--- src/rtl/gx4000_pkg.sv ---
// Shared types and constants for the Plus/GX4000 cartridge read path.
// Latency: n/a (types and constants only).
// Backpressure: n/a.
package gx4000_pkg;

   // Read-path FSM states.
   typedef enum logic [1:0] {
      ST_IDLE = 2'd0,
      ST_REQ  = 2'd1,
      ST_WAIT = 2'd2,
      ST_DONE = 2'd3
   } rd_state_t;

   // Gate-array command codes in cpu_data[7:6] / cpu_data[7:5].
   // RMR2 (101) is a subset of the RMR prefix (10), so RMR2 is decoded first.
   localparam logic [1:0] RMR_CODE  = 2'b10;
   localparam logic [2:0] RMR2_CODE = 3'b101;

   // Upper-ROM select values 0x80-0x9F address cartridge pages.
   localparam logic [2:0] UPPER_SEL_CART = 3'b100;

   // Window base addresses.
   localparam logic [15:0] LOWER_BASE_0 = 16'h0000;
   localparam logic [15:0] LOWER_BASE_1 = 16'h4000;
   localparam logic [15:0] LOWER_BASE_2 = 16'h8000;
   localparam logic [15:0] UPPER_BASE   = 16'hC000;

   // Default SDRAM byte address of cartridge page 0; the loader uses the same.
   localparam logic [24:0] CART_BASE_DEF = 25'h0400000;

   // Lower ROM window base selected by rmr2[4:3]; 11 folds back onto 0x0000.
   function automatic logic [15:0] lower_base(input logic [1:0] sel);
      case (sel)
         2'b01:   lower_base = LOWER_BASE_1;
         2'b10:   lower_base = LOWER_BASE_2;
         default: lower_base = LOWER_BASE_0;
      endcase
   endfunction

endpackage

--- src/rtl/gx4000_rom_map.sv ---
// Plus ROM mapping registers (RMR, RMR2, upper select) and window/page/address decode.
// Latency: register writes take effect next cycle; decode is combinational.
// Backpressure: none; writes are always accepted when plus_mode is set.
module gx4000_rom_map
   import gx4000_pkg::*;
#(
   parameter logic [24:0] CART_BASE      = CART_BASE_DEF,
   parameter int          DEF_UPPER_PAGE = 3
) (
   input  logic        clk_sys,
   input  logic        reset,
   input  logic        plus_mode,
   input  logic [15:0] cpu_addr,
   input  logic [7:0]  cpu_data,
   input  logic        cpu_wr,
   output logic        win_match,
   output logic [18:0] rd_tag,
   output logic [24:0] rd_addr,
   output logic        map_wr
);

   localparam logic [4:0] DEF_PAGE = 5'(DEF_UPPER_PAGE);

   logic       lower_en_q, lower_en_d;
   logic       upper_en_q, upper_en_d;
   logic [4:0] rmr2_q, rmr2_d;
   logic [7:0] upper_sel_q, upper_sel_d;

   logic        ga_wr;
   logic        sel_wr;
   logic [15:0] low_base;
   logic        lower_hit;
   logic        upper_hit;
   logic [4:0]  page;

   // Decode I/O writes into next values of the mapping registers.
   always_comb begin
      lower_en_d  = lower_en_q;
      upper_en_d  = upper_en_q;
      rmr2_d      = rmr2_q;
      upper_sel_d = upper_sel_q;
      map_wr      = 1'b0;
      ga_wr       = cpu_wr & plus_mode & (cpu_addr[15:14] == 2'b01);
      sel_wr      = cpu_wr & plus_mode & ~cpu_addr[13];
      if (ga_wr) begin
         if (cpu_data[7:5] == RMR2_CODE) begin
            rmr2_d = cpu_data[4:0];
            map_wr = 1'b1;
         end else if (cpu_data[7:6] == RMR_CODE) begin
            lower_en_d = ~cpu_data[2];
            upper_en_d = ~cpu_data[3];
            map_wr     = 1'b1;
         end
      end
      if (sel_wr) begin
         upper_sel_d = cpu_data;
         map_wr      = 1'b1;
      end
   end

   // Mapping register state.
   always_ff @(posedge clk_sys) begin
      if (reset) begin
         lower_en_q  <= 1'b1;
         upper_en_q  <= 1'b1;
         rmr2_q      <= 5'd0;
         upper_sel_q <= 8'h00;
      end else begin
         lower_en_q  <= lower_en_d;
         upper_en_q  <= upper_en_d;
         rmr2_q      <= rmr2_d;
         upper_sel_q <= upper_sel_d;
      end
   end

   // Window match, page selection (lower wins on overlap) and SDRAM address.
   always_comb begin
      low_base  = lower_base(rmr2_q[4:3]);
      lower_hit = lower_en_q & (cpu_addr[15:14] == low_base[15:14]);
      upper_hit = upper_en_q & (cpu_addr[15:14] == UPPER_BASE[15:14]);
      if (lower_hit) begin
         page = {2'b00, rmr2_q[2:0]};
      end else if (upper_sel_q[7:5] == UPPER_SEL_CART) begin
         page = upper_sel_q[4:0];
      end else begin
         page = DEF_PAGE;
      end
      win_match = lower_hit | upper_hit;
      rd_tag    = {page, cpu_addr[13:0]};
      rd_addr   = CART_BASE + {6'b000000, rd_tag};
   end

endmodule

--- src/rtl/gx4000_cart_reader.sv ---
// CPU read path into the cartridge image in SDRAM with a one-entry read cache.
// Latency: cache hit / bypass 0 cycles; miss = 1 request cycle + SDRAM ack delay.
// Backpressure: cpu_wait holds the CPU until mem_ack or the timeout ends the read.
module gx4000_cart_reader
   import gx4000_pkg::*;
#(
   parameter logic [24:0] CART_BASE      = CART_BASE_DEF,
   parameter int          TIMEOUT        = 255,
   parameter int          DEF_UPPER_PAGE = 3
) (
   input  logic        clk_sys,
   input  logic        reset,
   input  logic        plus_mode,
   input  logic        cart_valid,
   input  logic        ioctl_download,
   input  logic [15:0] cpu_addr,
   input  logic [7:0]  cpu_data,
   input  logic        cpu_wr,
   input  logic        cpu_rd,
   output logic [7:0]  cpu_dout,
   output logic        cpu_wait,
   output logic        rom_hit,
   output logic [24:0] mem_addr,
   output logic        mem_rd,
   input  logic        mem_ack,
   input  logic [7:0]  mem_din,
   output logic        timeout_err
);

   localparam int          TW       = $clog2(TIMEOUT + 1);
   localparam logic [TW-1:0] TMR_LAST = TW'(TIMEOUT - 1);

   rd_state_t     state_q, state_d;
   logic [TW-1:0] timer_q, timer_d;
   logic [24:0]   mem_addr_q, mem_addr_d;
   logic [18:0]   tag_q, tag_d;
   logic [15:0]   req_addr_q, req_addr_d;
   logic [7:0]    dout_q, dout_d;
   logic          err_q, err_d;
   logic          cache_vld_q, cache_vld_d;
   logic [18:0]   cache_tag_q, cache_tag_d;
   logic [7:0]    cache_dat_q, cache_dat_d;

   logic        win_match;
   logic [18:0] rd_tag;
   logic [24:0] rd_addr;
   logic        map_wr;
   logic        cache_hit;
   logic        bypass_ff;

   gx4000_rom_map #(
      .CART_BASE      (CART_BASE),
      .DEF_UPPER_PAGE (DEF_UPPER_PAGE)
   ) u_rom_map (
      .clk_sys   (clk_sys),
      .reset     (reset),
      .plus_mode (plus_mode),
      .cpu_addr  (cpu_addr),
      .cpu_data  (cpu_data),
      .cpu_wr    (cpu_wr),
      .win_match (win_match),
      .rd_tag    (rd_tag),
      .rd_addr   (rd_addr),
      .map_wr    (map_wr)
   );

   assign mem_addr    = mem_addr_q;
   assign timeout_err = err_q;

   // Read FSM next state, cache update and CPU-facing outputs.
   always_comb begin
      state_d     = state_q;
      timer_d     = timer_q;
      mem_addr_d  = mem_addr_q;
      tag_d       = tag_q;
      req_addr_d  = req_addr_q;
      dout_d      = dout_q;
      err_d       = err_q;
      cache_vld_d = cache_vld_q;
      cache_tag_d = cache_tag_q;
      cache_dat_d = cache_dat_q;
      mem_rd      = 1'b0;
      cpu_wait    = 1'b0;
      cpu_dout    = dout_q;
      rom_hit     = plus_mode & cpu_rd & win_match;
      cache_hit   = cache_vld_q & (cache_tag_q == rd_tag);
      // No image, or loader busy rewriting it: answer 0xFF without SDRAM.
      bypass_ff   = ~cart_valid | ioctl_download;

      case (state_q)
         ST_IDLE: begin
            if (rom_hit) begin
               if (bypass_ff) begin
                  cpu_dout = 8'hFF;
               end else if (cache_hit) begin
                  cpu_dout = cache_dat_q;
               end else begin
                  cpu_wait   = 1'b1;
                  state_d    = ST_REQ;
                  mem_addr_d = rd_addr;
                  tag_d      = rd_tag;
                  req_addr_d = cpu_addr;
               end
            end
         end
         ST_REQ: begin
            cpu_wait = 1'b1;
            mem_rd   = 1'b1;
            timer_d  = '0;
            state_d  = ST_WAIT;
         end
         ST_WAIT: begin
            cpu_wait = 1'b1;
            if (mem_ack) begin
               dout_d      = mem_din;
               cache_vld_d = 1'b1;
               cache_tag_d = tag_q;
               cache_dat_d = mem_din;
               state_d     = ST_DONE;
            end else if (timer_q == TMR_LAST) begin
               dout_d  = 8'hFF;
               err_d   = 1'b1;
               state_d = ST_DONE;
            end else begin
               timer_d = timer_q + 1'b1;
            end
         end
         ST_DONE: begin
            // The CPU ends the cycle by dropping cpu_rd or moving to a new address.
            if (!cpu_rd || (cpu_addr != req_addr_q)) begin
               state_d = ST_IDLE;
            end
         end
         default: state_d = ST_IDLE;
      endcase

      // Remapping or reloading makes the cached byte stale; this beats a same-cycle fill.
      if (map_wr || ioctl_download) begin
         cache_vld_d = 1'b0;
      end
   end

   // Read path state registers.
   always_ff @(posedge clk_sys) begin
      if (reset) begin
         state_q     <= ST_IDLE;
         timer_q     <= '0;
         mem_addr_q  <= '0;
         tag_q       <= '0;
         req_addr_q  <= '0;
         dout_q      <= 8'hFF;
         err_q       <= 1'b0;
         cache_vld_q <= 1'b0;
         cache_tag_q <= '0;
         cache_dat_q <= '0;
      end else begin
         state_q     <= state_d;
         timer_q     <= timer_d;
         mem_addr_q  <= mem_addr_d;
         tag_q       <= tag_d;
         req_addr_q  <= req_addr_d;
         dout_q      <= dout_d;
         err_q       <= err_d;
         cache_vld_q <= cache_vld_d;
         cache_tag_q <= cache_tag_d;
         cache_dat_q <= cache_dat_d;
      end
   end

endmodule

--- config.mk ---
export PLATFORM = sky130hd
export DESIGN_NAME = gx4000_cart_reader
export DESIGN_NICKNAME = d
export VERILOG_FILES = /design/src/rtl/gx4000_pkg.sv /design/src/rtl/gx4000_rom_map.sv /design/src/rtl/gx4000_cart_reader.sv
export SDC_FILE = /design/constraint.sdc
export NUM_CORES = 1
export LEC_CHECK = 0
export ABC_AREA = 1
export CORE_ASPECT_RATIO = 1.1
export CORE_MARGIN = 10
export CORE_UTILIZATION = 53
export CTS_CLUSTER_SIZE = 40
export DETAILED_ROUTE_END_ITERATION = 10
export GPL_TIMING_DRIVEN = 0
export PLACE_DENSITY = 0.89
export SLEW_MARGIN = 20
export SYNTH_ARGS = -nofsm -noshare
export SYNTH_HDL_FRONTEND = slang
export SYNTH_SLANG_ARGS = --single-unit
--- constraint.sdc ---
create_clock -name clk_sys -period 3.7 [get_ports clk_sys]
set_clock_uncertainty 0.05 [all_clocks]
set_input_delay 0.925 -clock clk_sys [delete_from_list [all_inputs] [get_ports clk_sys]]
set_output_delay 0.925 -clock clk_sys [all_outputs]
set_load 0.02 [all_outputs]
Yosys cells after proc, flatten, opt, wreduce, memory -nomap -nowiden
Cells that the tools add are included.

storage, ports and cells
  output and inout port bits = 37
  bits of input ports = 40
  word-level logic and storage cells = 99
  flip-flop bits (word level) = 122

cells by class
  mux-type cells = 28
  bitwise operators = 18
  equal/unequal tests = 21
  reductions and logical operators = 16
  add/sub/neg operators = 2

operators by type and width
  kind                      number
  $mux W8                   8
  $pmux W16 S2              1
  $add A23 B19 Y24 const A  1
  $eq A19 B19 Y1            1
  $ne A16 B16 Y1            1
  $pmux W8 S2               1
  $mux W2                   6
  $ne A2 B2 Y1 const B      6
  $eq A2 B2 Y1 const B      5
  $mux W5                   2
  $reduce_and A3 Y1         3
  $add A8 B1 Y8 const B     1
  $and A1 B1 Y1             8
  $eq A8 B8 Y1 const B      1
  $mux W1                   8
  $not A1 Y1                8
  $pmux W2 S4               1
  $eq A2 B1 Y1 const B      3
  $eq A3 B3 Y1 const B      2
  $reduce_and A2 Y1         3
  $reduce_and A5 Y1         1
  $reduce_and A4 Y1         1
  $reduce_bool A2 Y1        2
  $reduce_or A2 Y1          2
  7 further kinds           9

Logic depth before layout (Yosys ltp)
  depth in word-level cells = 11
  depth in mapped cells = 17

Cells and area by module
From an unflattened synthesis, not the netlist that was laid out.

unflattened totals
  cells, all modules = 879
  area, all modules = 6037.0 um^2

modules (own cells, without submodules)
  module              cells an instance  area an instance (um^2)  instances
  gx4000_cart_reader  726                4947.2                   1
  gx4000_rom_map      153                1089.8                   1

Worst setup path after synthesis
Ideal clock, no wire load.

  kind = input to output
  from = in cpu_addr[15]
  to = out cpu_wait
  arrival = 2.528 ns
  required time = 2.725 ns
  path slack = 0.197 ns
  cell stages on the path = 14
  buffers on the path = 2
  cells stage by stage = inv_2 nand3_2 nand2_1 nor2_2 nand2_2 buf_6 a21oi_4 nand2_4 nor2_4 nand2_4 inv_4 buf_6 nor2_2 nor2_1

on the way
  elaborated cells between the ends (all ways) = 13
  those cells by class = 3 x eq/ne; 5 x mux; 5 x bitwise

RTL lines
  item                              line                                        text
  start, declared                   gx4000_cart_reader.sv:16                    input logic [15:0] cpu_addr,
  $eq A2 B2 Y1 (on tied branches)   gx4000_rom_map.sv:79, gx4000_rom_map.sv:80
  $and A1 B1 Y1 (on tied branches)  gx4000_rom_map.sv:79, gx4000_rom_map.sv:80
  $or A1 B1 Y1 (*)                  gx4000_rom_map.sv:88                        win_match = lower_hit | upper_hit;
  $and A1 B1 Y1 (*)                 gx4000_cart_reader.sv:85                    rom_hit = plus_mode & cpu_rd & win_match;
  net rom_hit                       gx4000_cart_reader.sv:22                    output logic rom_hit,
  $mux W1 (*)                       gx4000_cart_reader.sv:92                    if (rom_hit) begin
  $pmux W1 S2 (*)                   gx4000_cart_reader.sv:90                    case (state_q)
  end, declared                     gx4000_cart_reader.sv:21                    output logic cpu_wait,

Mark *: on every way through the listed nets, which the timed path passes. The rest lies on a longest branch.

Worst setup path after layout
  from = in cpu_addr[14]
  to = out cpu_wait

on the way
  longest elaborated chain between the ends = 9
  elaborated cells between the ends (all ways) = 13
  those cells by class = 3 x eq/ne; 5 x mux; 5 x bitwise

RTL lines
  item             line                      text
  $eq A2 B2 Y1     gx4000_rom_map.sv:79      lower_hit = lower_en_q & (cpu_addr[15:14] == low_base[15:14]);
  $and A1 B1 Y1    gx4000_rom_map.sv:79
  $mux W5          gx4000_rom_map.sv:81      if (lower_hit) begin
  $eq A19 B19 Y1   gx4000_cart_reader.sv:86  cache_hit = cache_vld_q & (cache_tag_q == rd_tag);
  $and A1 B1 Y1    gx4000_cart_reader.sv:86
  $mux W1          gx4000_cart_reader.sv:95  end else if (cache_hit) begin
  $mux W1          gx4000_cart_reader.sv:93  if (bypass_ff) begin
  $mux W1 (*)      gx4000_cart_reader.sv:92
  $pmux W1 S2 (*)  gx4000_cart_reader.sv:90

Mark *: on every way between the ends. The rest lies on a longest branch, timed or not.

==> results.md <==
* Pre-CTS WS at -1.04 ns
* CP cell instances: buf_4 > o21ai_1 > nand2_2 > inv_2 > nand2_4 > buf_6 > nand2_1 > nand2_1 > nor2_1 > nor2_2 > nand3_4 > nand2_4 > inv_4 > buf_12 > nor2_2 > nor2_1 > buf_4
* GP Congestion at 0.928
* Vias in the first global route at 4,406
* Vias at 4,349
* Sw Ratio at 35.6%
* DIE AREA at 12,000 µm²
* Worst path depth at 17
* Leak at 2.32 nW
* Critical path class: in -> out
* Synth Cell Area at 4230 µm²
* Area leader, netlist: dfxtp_1
* H-tree Lvls at 3
* Slew Viols, Final at 0
* Hold Vio Cnt, Final at 0
* All-Layer GR Usage at 20.4%
* # setup viols final at 0
* Final core occ at 69.7%
* Pint at 1.58 mW
* Worst Tran Pin Value at 0.578 ns
* DRC at 0
* Library cells used by synthesis at 38
* Critical path launch point type: input port
* Outcome: complete, no violations
* Standard-cell rows at 34
* Pwr/cell area at 449 nW/µm²
* Avg Inst Size Synth at 7.05 µm²
* Commonest non-fill, non-tap cell in the layout: nand2_1
* Final nets at 747
* CTS tree: done
* DR WL/cell at 15.3 µm
* CTS Root Cell: clkbuf_8
* Synth top area cells: dfxtp_1 (40%), nand2_1 (11%), nor2_1 (6.9%), inv_1 (5.2%), a21oi_1 (4.9%)
* Clock Path Buffers at 2
* Crit share post-route at 99.3%
* Most frequent cells in the layout: nand2_1 (112), dfxtp_1 (84), nor2_1 (74)
* Placed inst area at 5090 µm²
* Post-synthesis to final-layout area growth at 29.0%
* Initial Util at 54.0%
* Post-route cell area at 5460 µm²
* Worst Setup End Kind: primary output
* Worst path bufs/invs at 6
* Top cell type's share of synthesized area at 39.8%
* Sequential Power Share at 43.6%
* CTS clk-pin slew, worst paths at 0.08 ns
* Post-DP HPWL at 8670 µm
* Height of the die at 114 µm
* Worst VDD drop at 0.000281 V
* Tmin final at 3.67 ns
* Post-route ant nets at 0
* Skew-Pair Late Insertion Delay at 0.36 ns
* Worst hold path class: reg -> reg
* GRT overflow at 0
* CP endpoint: cpu_wait
* Pwr Total at 2.45 mW
* Peak Freq at 272 MHz
* Diode count at 0
* Setup ws final at 0.0275 ns
* Routed WL at 12,400 µm
* Reg2reg end: req_addr_q[15]
* CTS buffer count at 9
* Net Sw Power at 0.872 mW
* Cell class contributing the biggest share of worst-path delay: simple AND/OR/NAND/NOR gates
* I/O pin count at 77
* Metal1 wirelength at 4820 µm
* Met2 wire len at 6290 µm
* Detailed Routing Iterations Pass 1 at 5
* R2R depth at 16
* First-pass GRT wire length at 20,200 µm
* Chip width at 105 µm
* Clk pwr share at 24.4%
* Fraction of layout cells with a size suffix above 1 at 21.4%
* CTS Sinks at 84
* Slowest cell on crit path: buf_4
* Relative slew slack at 61.4%
* Core area at 7830 µm²
* Max-cap violations at 0
* Logic pwr share at 32.0%
* Crit-path max cell delay at 0.17 ns
* Register area share after synthesis at 39.8%
* Reg-to-Reg Start: u_rom_map.rmr2_q[3]
* Crit path max fanout at 10
* Initial antenna violation count at 0
* Critical Path RT at 2.72 ns
* Worst Setup SP: cpu_addr[14]
* Max Used Layer: met4
* Initial drt markers at 336
* R2R setup slack at 1.45 ns
* Post-route setup TNS at 0 ns
* Cell count after synthesis at 600
* Vias/cell at 5.36
* #FFs+latches synth at 84
* Number of port buffers at 71
* Met3 WL post-DR at 814 µm
* CP arrival at 2.70 ns
* Post-CTS Hold Fix Bufs at 0
* Largest net degree at the start of global routing at 13
* Synth Warn # at 0
[worst min-delay path by stage]
stage,start,to,slack [ns],cells after the start
after detailed placement,u_rom_map.upper_sel_q[4],u_rom_map.upper_sel_q[4],0.40,2
final,cache_dat_q[0],cache_dat_q[0],0.42,2
after global routing,u_rom_map.rmr2_q[0],u_rom_map.rmr2_q[0],0.44,2
after floorplan,cache_vld_q,cache_vld_q,0.38,2
after global placement,u_rom_map.upper_sel_q[4],u_rom_map.upper_sel_q[4],0.39,2
after CTS,u_rom_map.upper_sel_q[4],u_rom_map.upper_sel_q[4],0.41,2
[flip-flops by register name, indices dropped and copies added (netlist names)]
| signal | cells |
|---|---|
| u_rom_map.rmr2_q | 5 |
| timeout_err | 1 |
| dout_q | 8 |
| u_rom_map.upper_sel_q | 8 |
| cache_vld_q | 1 |
| tag_q | 18 |
| cache_dat_q | 8 |
| cache_tag_q | 19 |
| state_q | 2 |
| u_rom_map.lower_en_q | 1 |
| u_rom_map.upper_en_q | 1 |
| timer_q | 8 |
| mem_addr | 2 |
| req_addr_q | 2 |
[logic make-up (layout without fill, tap and decap cells)]
logic type / Yosys count / in the layout / share of synthesized area (%)
simple gates: 286 / 286 / 30.1
compound gates: 105 / 105 / 13.2
buf+inv: 102 / 202 / 11.7
flops: 84 / 84 / 39.8
xor+xnor: 15 / 15 / 3.11
fa+ha+maj: 7 / 7 / 2.07
other cells: 1 / 5 / 0.0887
[power by group through the flow]
stage / Combinational [mW] / Sequential (mW) / Clock [mW]
final: 0.783 / 1.07 / 0.597
after global routing: 0.851 / 1.08 / 0.629
after CTS: 0.749 / 1.06 / 0.589
after detailed placement: 0.738 / 1.08 / 0
after global placement: 0.703 / 1.07 / 0
after floorplan: 0.483 / 1.07 / 0
[Yosys cell counts]
library cell,n
a21oi_4,1
buf_6,5
a211oi_1,1
o22ai_1,2
or2_2,3
nand3_2,1
nand2_1,124
inv_2,4
nand2_2,2
nand3_1,37
nand2_4,2
ha_1,7
xor2_1,5
nor2_2,21
conb_1,1
nor3b_1,1
nor4_1,1
nor2_1,78
o21ai_0,40
buf_2,1
dfxtp_1,84
nor2_4,3
nand3_4,1
o31ai_1,1
nand3b_1,1
nor3_1,6
o2111ai_1,2
nand4_1,5
o211ai_1,1
inv_1,59
clkinv_1,2
buf_4,19
o21a_1,1
clkbuf_1,11
a21oi_1,41
o21ai_1,15
inv_4,1
xnor2_1,10
[tightest hold or removal path: cells and delay by family (launching register included)]
family / cells / cell delay (ns)
compound gates: 1 / 0.05
flops: 1 / 0.31
simple gates: 1 / 0.06
[area by class of cell]
| cell class | instances | area [µm²] |
|---|---|---|
| clock buffers | 13 | 159 |
| repair buffers | 85 | 772 |
| plain buffers | 36 | 254 |
| clock inverters | 2 | 10.0 |
| inverters | 66 | 255 |
| well taps | 108 | 135 |
| multi-input cells | 418 | 2190 |
| flip-flops and latches | 84 | 1680 |
| fillers | 608 | 2370 |
[per-stage QoR]
stage	hold WS, ns	std cells
5_1_grt	0.435	812
6_report	0.416	812
2_1_floorplan	0.378	604
4_1_cts	0.413	809
3_3_place_gp	0.392	783
3_5_place_dp	0.401	783
[routing by layer]
layer / track usage [%] / vias to the layer above
met1: 21.9 / 1994
met5: 0 / -
met4: 11.4 / 0
met3: 5.08 / 55
li1: - / 2098
met2: 36.1 / 202
[what timing repair did]
item | in CTS | in global routing
endpoints found under the setup margin | 10 | 9
gates resized for setup | 94 | 63
pin swaps | 9 | 21
buffers inserted | 10 | 3
gates cloned | 1 | 0
(Power assumes the default switching activity.)
